## config.mk

```make
export PLATFORM = sky130hd
export DESIGN_NAME = adder_pipe_sched
export DESIGN_NICKNAME = d
export VERILOG_FILES = /design/src/rtl/adder_sched_pkg.sv /design/src/rtl/rr_arbiter.sv /design/src/rtl/adder_pipe_sched.sv
export SDC_FILE = /design/constraint.sdc
export NUM_CORES = 1
export LEC_CHECK = 0
export CAP_MARGIN = 20
export CORE_MARGIN = 2
export CORE_UTILIZATION = 37
export DETAILED_ROUTE_END_ITERATION = 8
export PLACE_DENSITY = 0.79
export SYNTH_ARGS = -nofsm -noshare
export SYNTH_HDL_FRONTEND = slang
export SYNTH_SLANG_ARGS = --single-unit
```

## constraint.sdc

```tcl
create_clock -name clk -period 3.2 [get_ports clk]
set_input_delay 0.8 -clock clk [delete_from_list [all_inputs] [get_ports clk]]
set_output_delay 0.8 -clock clk [all_outputs]
set_load 0.03 [all_outputs]
```

## src/rtl/adder_sched_pkg.sv

```systemverilog
// -----------------------------------------------------------------------------
// adder_sched_pkg
// Shared constants and helpers for the round-robin scheduler that time-shares
// one 2-step pipelined adder (low half in step 1, high half + carry in step 2).
//   NUM_REQ  : number of requesters
//   DATA_W   : operand width (even), split at HALF_W
//   ID_W     : requester id width
//   PIPE_LAT : accept-to-response latency in cycles (depth of the tag pipe)
// -----------------------------------------------------------------------------
package adder_sched_pkg;

   localparam int NUM_REQ  = 4;
   localparam int DATA_W   = 8;
   localparam int HALF_W   = DATA_W / 2;
   localparam int ID_W     = $clog2(NUM_REQ);
   localparam int PIPE_LAT = 3;

   // One stage of the owner-tag pipe that travels alongside the adder.
   typedef struct packed {
      logic            vld;
      logic [ID_W-1:0] id;
   } tag_t;

   // Requester id to one-hot vector; ids outside 0..NUM_REQ-1 give all zeros.
   function automatic logic [NUM_REQ-1:0] id_to_onehot(input logic [ID_W-1:0] id);
      logic [NUM_REQ-1:0] oh;
      oh = {NUM_REQ{1'b0}};
      for (int i = 0; i < NUM_REQ; i++) begin
         oh[i] = (id == ID_W'(i));
      end
      return oh;
   endfunction

endpackage

```

## src/rtl/rr_arbiter.sv

```systemverilog
// -----------------------------------------------------------------------------
// rr_arbiter
// Combinational round-robin arbiter: grants the first eligible requester at or
// after the pointer, searching cyclically.
//   eligible  in  NUM_REQ  requesters that may be granted this cycle
//   ptr       in  ID_W     round-robin start index
//   grant     out NUM_REQ  one-hot grant (0 when nothing is eligible)
//   grant_id  out ID_W     index of the granted requester (0 when none)
//   any_grant out 1        something was granted
// -----------------------------------------------------------------------------
module rr_arbiter
   import adder_sched_pkg::*;
(
   input  logic [NUM_REQ-1:0] eligible,
   input  logic [ID_W-1:0]    ptr,
   output logic [NUM_REQ-1:0] grant,
   output logic [ID_W-1:0]    grant_id,
   output logic               any_grant
);

   logic [2*NUM_REQ-1:0] dbl_s;
   logic [NUM_REQ-1:0]   rot_s;
   logic [ID_W:0]        idx_s;
   logic                 found_s;

   // Rotate the eligible mask so the pointer lands on bit 0, then take the
   // lowest set bit and map it back to an absolute index (mod NUM_REQ).
   always_comb begin
      dbl_s    = {eligible, eligible} >> ptr;
      rot_s    = dbl_s[NUM_REQ-1:0];
      found_s  = 1'b0;
      idx_s    = {(ID_W+1){1'b0}};
      grant_id = {ID_W{1'b0}};
      for (int j = 0; j < NUM_REQ; j++) begin
         if (!found_s && rot_s[j]) begin
            found_s = 1'b1;
            idx_s   = {1'b0, ptr} + (ID_W+1)'(j);
            if (idx_s >= (ID_W+1)'(NUM_REQ)) begin
               idx_s = idx_s - (ID_W+1)'(NUM_REQ);
            end else begin
               idx_s = idx_s;
            end
            grant_id = idx_s[ID_W-1:0];
         end else begin
            found_s = found_s;
         end
      end
      any_grant = found_s;
      if (found_s) begin
         grant = id_to_onehot(grant_id);
      end else begin
         grant = {NUM_REQ{1'b0}};
      end
   end

endmodule

```

## src/rtl/adder_pipe_sched.sv

```systemverilog
// -----------------------------------------------------------------------------
// adder_pipe_sched
// Round-robin scheduler sharing one external 2-step pipelined adder among
// NUM_REQ requesters. One op may be accepted per cycle; the high halves of the
// operands are skewed by one cycle because the adder samples them one edge
// after the low halves. An owner tag rides a PIPE_LAT-deep pipe so each result
// is returned to the requester that issued it.
//   clk, rst_n        clock (rising edge), asynchronous active-low reset
//   req_en            per-requester enable mask
//   req_valid         per-requester op pending
//   req_a, req_b      packed operands, slice i = [i*DATA_W +: DATA_W]
//   req_cin           per-requester carry-in
//   req_ready         one-hot grant; op accepted when valid & ready
//   add_a/add_b/cin   registered operands to the adder
//   add_sum/add_cout  adder result, valid two cycles after issue
//   rsp_valid         one-hot single-cycle pulse per completed op
//   rsp_id/sum/cout   registered owner id and result (hold between responses)
// -----------------------------------------------------------------------------
module adder_pipe_sched
   import adder_sched_pkg::*;
(
   input  logic                      clk,
   input  logic                      rst_n,
   input  logic [NUM_REQ-1:0]        req_en,
   input  logic [NUM_REQ-1:0]        req_valid,
   input  logic [NUM_REQ*DATA_W-1:0] req_a,
   input  logic [NUM_REQ*DATA_W-1:0] req_b,
   input  logic [NUM_REQ-1:0]        req_cin,
   output logic [NUM_REQ-1:0]        req_ready,
   output logic [DATA_W-1:0]         add_a,
   output logic [DATA_W-1:0]         add_b,
   output logic                      add_cin,
   input  logic [DATA_W-1:0]         add_sum,
   input  logic                      add_cout,
   output logic [NUM_REQ-1:0]        rsp_valid,
   output logic [ID_W-1:0]           rsp_id,
   output logic [DATA_W-1:0]         rsp_sum,
   output logic                      rsp_cout
);

   logic [NUM_REQ-1:0] eligible_s;
   logic [NUM_REQ-1:0] grant_s;
   logic [ID_W-1:0]    grant_id_s;
   logic               any_grant_s;
   logic               accept_s;
   logic [DATA_W-1:0]  sel_a_s;
   logic [DATA_W-1:0]  sel_b_s;
   logic               sel_cin_s;

   logic [ID_W-1:0]    ptr_r;
   logic [DATA_W-1:0]  add_a_r;
   logic [DATA_W-1:0]  add_b_r;
   logic               add_cin_r;
   logic [HALF_W-1:0]  hi_a_r;
   logic [HALF_W-1:0]  hi_b_r;
   tag_t               tag_r [PIPE_LAT];
   logic [NUM_REQ-1:0] rsp_valid_r;
   logic [ID_W-1:0]    rsp_id_r;
   logic [DATA_W-1:0]  rsp_sum_r;
   logic               rsp_cout_r;

   assign eligible_s = req_valid & req_en;

   rr_arbiter u_arb (
      .eligible  (eligible_s),
      .ptr       (ptr_r),
      .grant     (grant_s),
      .grant_id  (grant_id_s),
      .any_grant (any_grant_s)
   );

   // The grant is masked while reset is held so no requester believes an op
   // was taken when the flops cannot capture it.
   assign req_ready = grant_s & {NUM_REQ{rst_n}};
   assign accept_s  = any_grant_s;

   // Select the granted requester's operands with a one-hot AND-OR mux.
   always_comb begin
      sel_a_s   = {DATA_W{1'b0}};
      sel_b_s   = {DATA_W{1'b0}};
      sel_cin_s = 1'b0;
      for (int i = 0; i < NUM_REQ; i++) begin
         sel_a_s   = sel_a_s | (req_a[i*DATA_W +: DATA_W] & {DATA_W{grant_s[i]}});
         sel_b_s   = sel_b_s | (req_b[i*DATA_W +: DATA_W] & {DATA_W{grant_s[i]}});
         sel_cin_s = sel_cin_s | (req_cin[i] & grant_s[i]);
      end
   end

   // Round-robin pointer: moves just past the accepted requester, wrapping to 0.
   always_ff @(posedge clk or negedge rst_n) begin
      if (!rst_n) begin
         ptr_r <= {ID_W{1'b0}};
      end else if (accept_s) begin
         if (grant_id_s == ID_W'(NUM_REQ-1)) begin
            ptr_r <= {ID_W{1'b0}};
         end else begin
            ptr_r <= grant_id_s + ID_W'(1);
         end
      end else begin
         ptr_r <= ptr_r;
      end
   end

   // Issue registers: low halves and carry go out immediately; high halves wait
   // one cycle in the skew regs. The upper add_a/add_b fields load from the
   // skew regs on every edge, so a bubble only zeroes the new low fields and
   // never touches the high half of the op issued the cycle before.
   always_ff @(posedge clk or negedge rst_n) begin
      if (!rst_n) begin
         add_a_r   <= {DATA_W{1'b0}};
         add_b_r   <= {DATA_W{1'b0}};
         add_cin_r <= 1'b0;
         hi_a_r    <= {HALF_W{1'b0}};
         hi_b_r    <= {HALF_W{1'b0}};
      end else begin
         add_a_r[DATA_W-1:HALF_W] <= hi_a_r;
         add_b_r[DATA_W-1:HALF_W] <= hi_b_r;
         if (accept_s) begin
            add_a_r[HALF_W-1:0] <= sel_a_s[HALF_W-1:0];
            add_b_r[HALF_W-1:0] <= sel_b_s[HALF_W-1:0];
            add_cin_r           <= sel_cin_s;
            hi_a_r              <= sel_a_s[DATA_W-1:HALF_W];
            hi_b_r              <= sel_b_s[DATA_W-1:HALF_W];
         end else begin
            add_a_r[HALF_W-1:0] <= {HALF_W{1'b0}};
            add_b_r[HALF_W-1:0] <= {HALF_W{1'b0}};
            add_cin_r           <= 1'b0;
            hi_a_r              <= {HALF_W{1'b0}};
            hi_b_r              <= {HALF_W{1'b0}};
         end
      end
   end

   // Owner-tag pipe: stage 0 records the accept, later stages follow the adder.
   always_ff @(posedge clk or negedge rst_n) begin
      if (!rst_n) begin
         for (int k = 0; k < PIPE_LAT; k++) begin
            tag_r[k] <= '{vld: 1'b0, id: {ID_W{1'b0}}};
         end
      end else begin
         tag_r[0] <= '{vld: accept_s, id: grant_id_s};
         for (int k = 1; k < PIPE_LAT; k++) begin
            tag_r[k] <= tag_r[k-1];
         end
      end
   end

   // Response registers: capture the adder result when the tag in the last
   // stage is valid; data holds between responses, the valid pulse does not.
   always_ff @(posedge clk or negedge rst_n) begin
      if (!rst_n) begin
         rsp_valid_r <= {NUM_REQ{1'b0}};
         rsp_id_r    <= {ID_W{1'b0}};
         rsp_sum_r   <= {DATA_W{1'b0}};
         rsp_cout_r  <= 1'b0;
      end else if (tag_r[PIPE_LAT-1].vld) begin
         rsp_valid_r <= id_to_onehot(tag_r[PIPE_LAT-1].id);
         rsp_id_r    <= tag_r[PIPE_LAT-1].id;
         rsp_sum_r   <= add_sum;
         rsp_cout_r  <= add_cout;
      end else begin
         rsp_valid_r <= {NUM_REQ{1'b0}};
         rsp_id_r    <= rsp_id_r;
         rsp_sum_r   <= rsp_sum_r;
         rsp_cout_r  <= rsp_cout_r;
      end
   end

   assign add_a     = add_a_r;
   assign add_b     = add_b_r;
   assign add_cin   = add_cin_r;
   assign rsp_valid = rsp_valid_r;
   assign rsp_id    = rsp_id_r;
   assign rsp_sum   = rsp_sum_r;
   assign rsp_cout  = rsp_cout_r;

endmodule

```

==> key figures <==
Min path
  • Hold Crit Class: input pin to async pin

Power
  • Sw Share: 30.7%
  • Worst VDD drop: 0.254 mV
  • Clk pwr share: 23.0%
  • Combinational share of power: 34.0%
  • Pleak: 1.45 nW
  • Switching power: 0.569 mW
  • Reg power frac: 42.9%
  • Int Power: 1.29 mW
  • PwrDens: 528 nW/um^2

Worst setup path
  • CP Data Required Time: 2.40 ns
  • Crit path DAT: 2.32 ns
  • CP startpoint kind: input pin
  • Crit end category: output pin
  • CP Max Fanout: 5
  • Setup CP Type: input pin to output pin

Synth
  • Top post-synthesis cells by area: dfrtp_1 (61%), a22oi_1 (12%), mux2_2 (5.4%)
  • Number of distinct library cells after synthesis: 25
  • Post-synthesis adder-cell area fraction: 2.39%
  • Post-Synth Simple-Gate Area: 5.61%
  • Flop and latch count out of synthesis: 51
  • Post-Syn Area: 2100 um^2
  • Compound-gate portion of the synthesized area: 21.4%
  • Syn Inst Count: 162
  • Share of the synthesized area in the top cell type: 60.8%
  • Largest family of logic cells by synthesized area: compound AO/OA/AOI/OAI gates
  • Average size of a mapped cell: 13.0 um^2
  • Post-synthesis sequential area ratio: 60.8%
  • Mux cell area share after synthesis: 5.37%
  • Ys Warns: 0
  • Synth Net Count: 253
  • Post-synthesis xor/xnor area fraction: 0%
  • Yosys top cell by area: dfrtp_1

STA
  • Fmax: 0.320 GHz
  • Fin crit period: 3.12 ns
  • Crit share post-route: 97.6%
  • Max-slew violation count: 0
  • Worst slew pin tran: 0.556 ns
  • Setup-failing EPs final: 0
  • Final Hold Fails: 0
  • Slew headroom: 62.9%
  • Layout Skew: 0.00202 ns

Clock network
  • Clk slew on worst S/H paths: 0.08 ns
  • Clock sink total: 51
  • Clock buffer depth: 2
  • CTS Buf Count: 5
  • Worst-skew pair later-pin latency: 0.29 ns
  • Post-CTS Setup Inserts: 0
  • # hold bufs at CTS: 0
  • CTS tree: done
  • H-tree depth: 2
  • CTS root buf: clkbuf_8
  • Resized cells post-CTS: 0

Finish
  • NumNets Final: 378
  • Fin area: 3510 um^2
  • Non-filler cells, final: 359
  • Leading cell type in the layout, fill and taps excluded: clkdlybuf4s50_1
  • Area delta synth->final: 67.3%
  • Ant diodes: 0
  • Share of cells above drive strength 1: 18.1%
  • Filler instances: 461
  • Most frequent cells in the layout: clkdlybuf4s50_1 (117), dfrtp_1 (51), a22oi_1 (34)

Route
  • WL per Instance: 15.2 um
  • Vias/cell: 4.95
  • Post-Route WL: 5450 um
  • DRT iter0 DRCs: 75
  • Routed Antenna Nets: 0
  • First-pass iteration count of the detailed router: 4
  • Vias post-DR: 1778
  • Post-route DRC violation count: 0

Job
  • Max-cap violations: 0

Floorplanning
  • Placement Rows: 27
  • Die X: 79.3 um
  • Die area: 6290 um^2
  • Core area: 5510 um^2
  • Io pins: 123
  • Chip Height: 79.3 um
  • Effective utilization at floorplan: 38.1%

Global routing
  • Grt ovf: 0
  • Initial antenna violation count: 0
  • Largest net degree at the start of global routing: 47
  • First-pass GRT wire length: 8410 um
  • Total GRT Usage: 17.5%
  • Number of global-route vias before repair: 1792

Place
  • Placement Cell Area: 3370 um^2
  • Routability cong.: 0.752
  • IO Port Bufs: 122
  • Cells after DPL: 352
  • Hpwl dp: 4070 um

Outcome
  • Status: complete, no violations
==> cells by family after synthesis <==
group | Yosys count
adder cells (fa/ha/maj) | 4
flip-flops | 51
multiplexers | 10
buffers and inverters | 15
AO/OA/AOI/OAI | 61
AND/OR/NAND/NOR | 21
==> power by group through the flow <==
stage | combinational, mW | sequential [mW] | clock, mW
floorplan | 0.195 | 0.934 | 0
global placement | 0.623 | 0.804 | 0
detailed placement | 0.632 | 0.810 | 0
CTS | 0.633 | 0.796 | 0.443
global route | 0.673 | 0.809 | 0.475
finish | 0.631 | 0.796 | 0.427
==> final cells by class <==
type,instances,area [um^2],share of cell area (%)
tap,72,90.1,2.57
inverter,3,11.3,0.321
clock inverter,2,37.5,1.07
sequential,51,1280,36.4
timing repair buffer,130,1270,36.2
multi-input combinational,96,757,21.6
clock buffer,5,68.8,1.96
==> metal layers <==
metal	vias up	track usage [%]	wire, um
met1	854	19.1	2070
met4	0	5.17	44
met2	76	32.9	2970
li1	844	-	-
met5	-	0	0
met3	4	4.66	367
==> flip-flops by register name, indices dropped and copies added (netlist names) <==
name and flops:
rsp_cout 1, ptr_r 2, rsp_id 2, add_cin 1, hi_a_r 4, rsp_sum 8, hi_b_r 4, tag_r 9
add_a 8, add_b 8, rsp_valid 4
==> worst max-delay path: stages <==
cell and delay (ns):
clkdlybuf4s50_1 0.48, and2_4 0.14, o21ai_1 0.07, a21oi_2 0.28, inv_2 0.08, ha_2 0.18
and3_1 0.13, buf_4 0.16
==> Yosys cell counts, drive strengths merged <==
cell type,n
and4,1
mux2,10
nand4b,1
inv,3
nand2,7
ha,4
o22a,1
and3b,1
o21a,1
o22ai,1
dfrtp,51
o31ai,2
nand3,2
buf,12
a21oi,20
and2,1
nor2,2
a22oi,34
o21ai,2
and3,5
nor3b,1
==> path summary, 6_finish.rpt <==
check                                           from                  end  slack (ns)  cells after the start
worst min-delay path                           rst_n   add_b[2]$_DFF_PN0_        0.35                      1
worst max register to register  ptr_r[1]$_DFFE_PN0N_  hi_a_r[2]$_DFF_PN0_        1.30                      8
worst min register to register    tag_r[4]$_DFF_PN0_   tag_r[1]$_DFF_PN0_        0.35                      0
min in group clk                  tag_r[4]$_DFF_PN0_   tag_r[1]$_DFF_PN0_        0.35                      0
worst max-delay path                    req_valid[3]         req_ready[2]        0.08                      8
max in group asynchronous                      rst_n  hi_a_r[2]$_DFF_PN0_        2.04                      2
==> stage by stage <==
step	utilization [%]	setup TNS (ns)	power, mW	hold slack [ns]	setup slack (ns)
2_1_floorplan	-	0	1.13	0.331	0.259
3_3_place_gp	61.3	0	1.43	0.331	0.0527
3_5_place_dp	61.3	0	1.44	0.335	0.0109
4_1_cts	63.2	0	1.87	0.344	0.00658
5_1_grt	63.8	-0.0170	1.96	0.337	-0.0170
6_report	63.8	0	1.85	0.350	0.0767
Power figures use the tool's default switching activity.
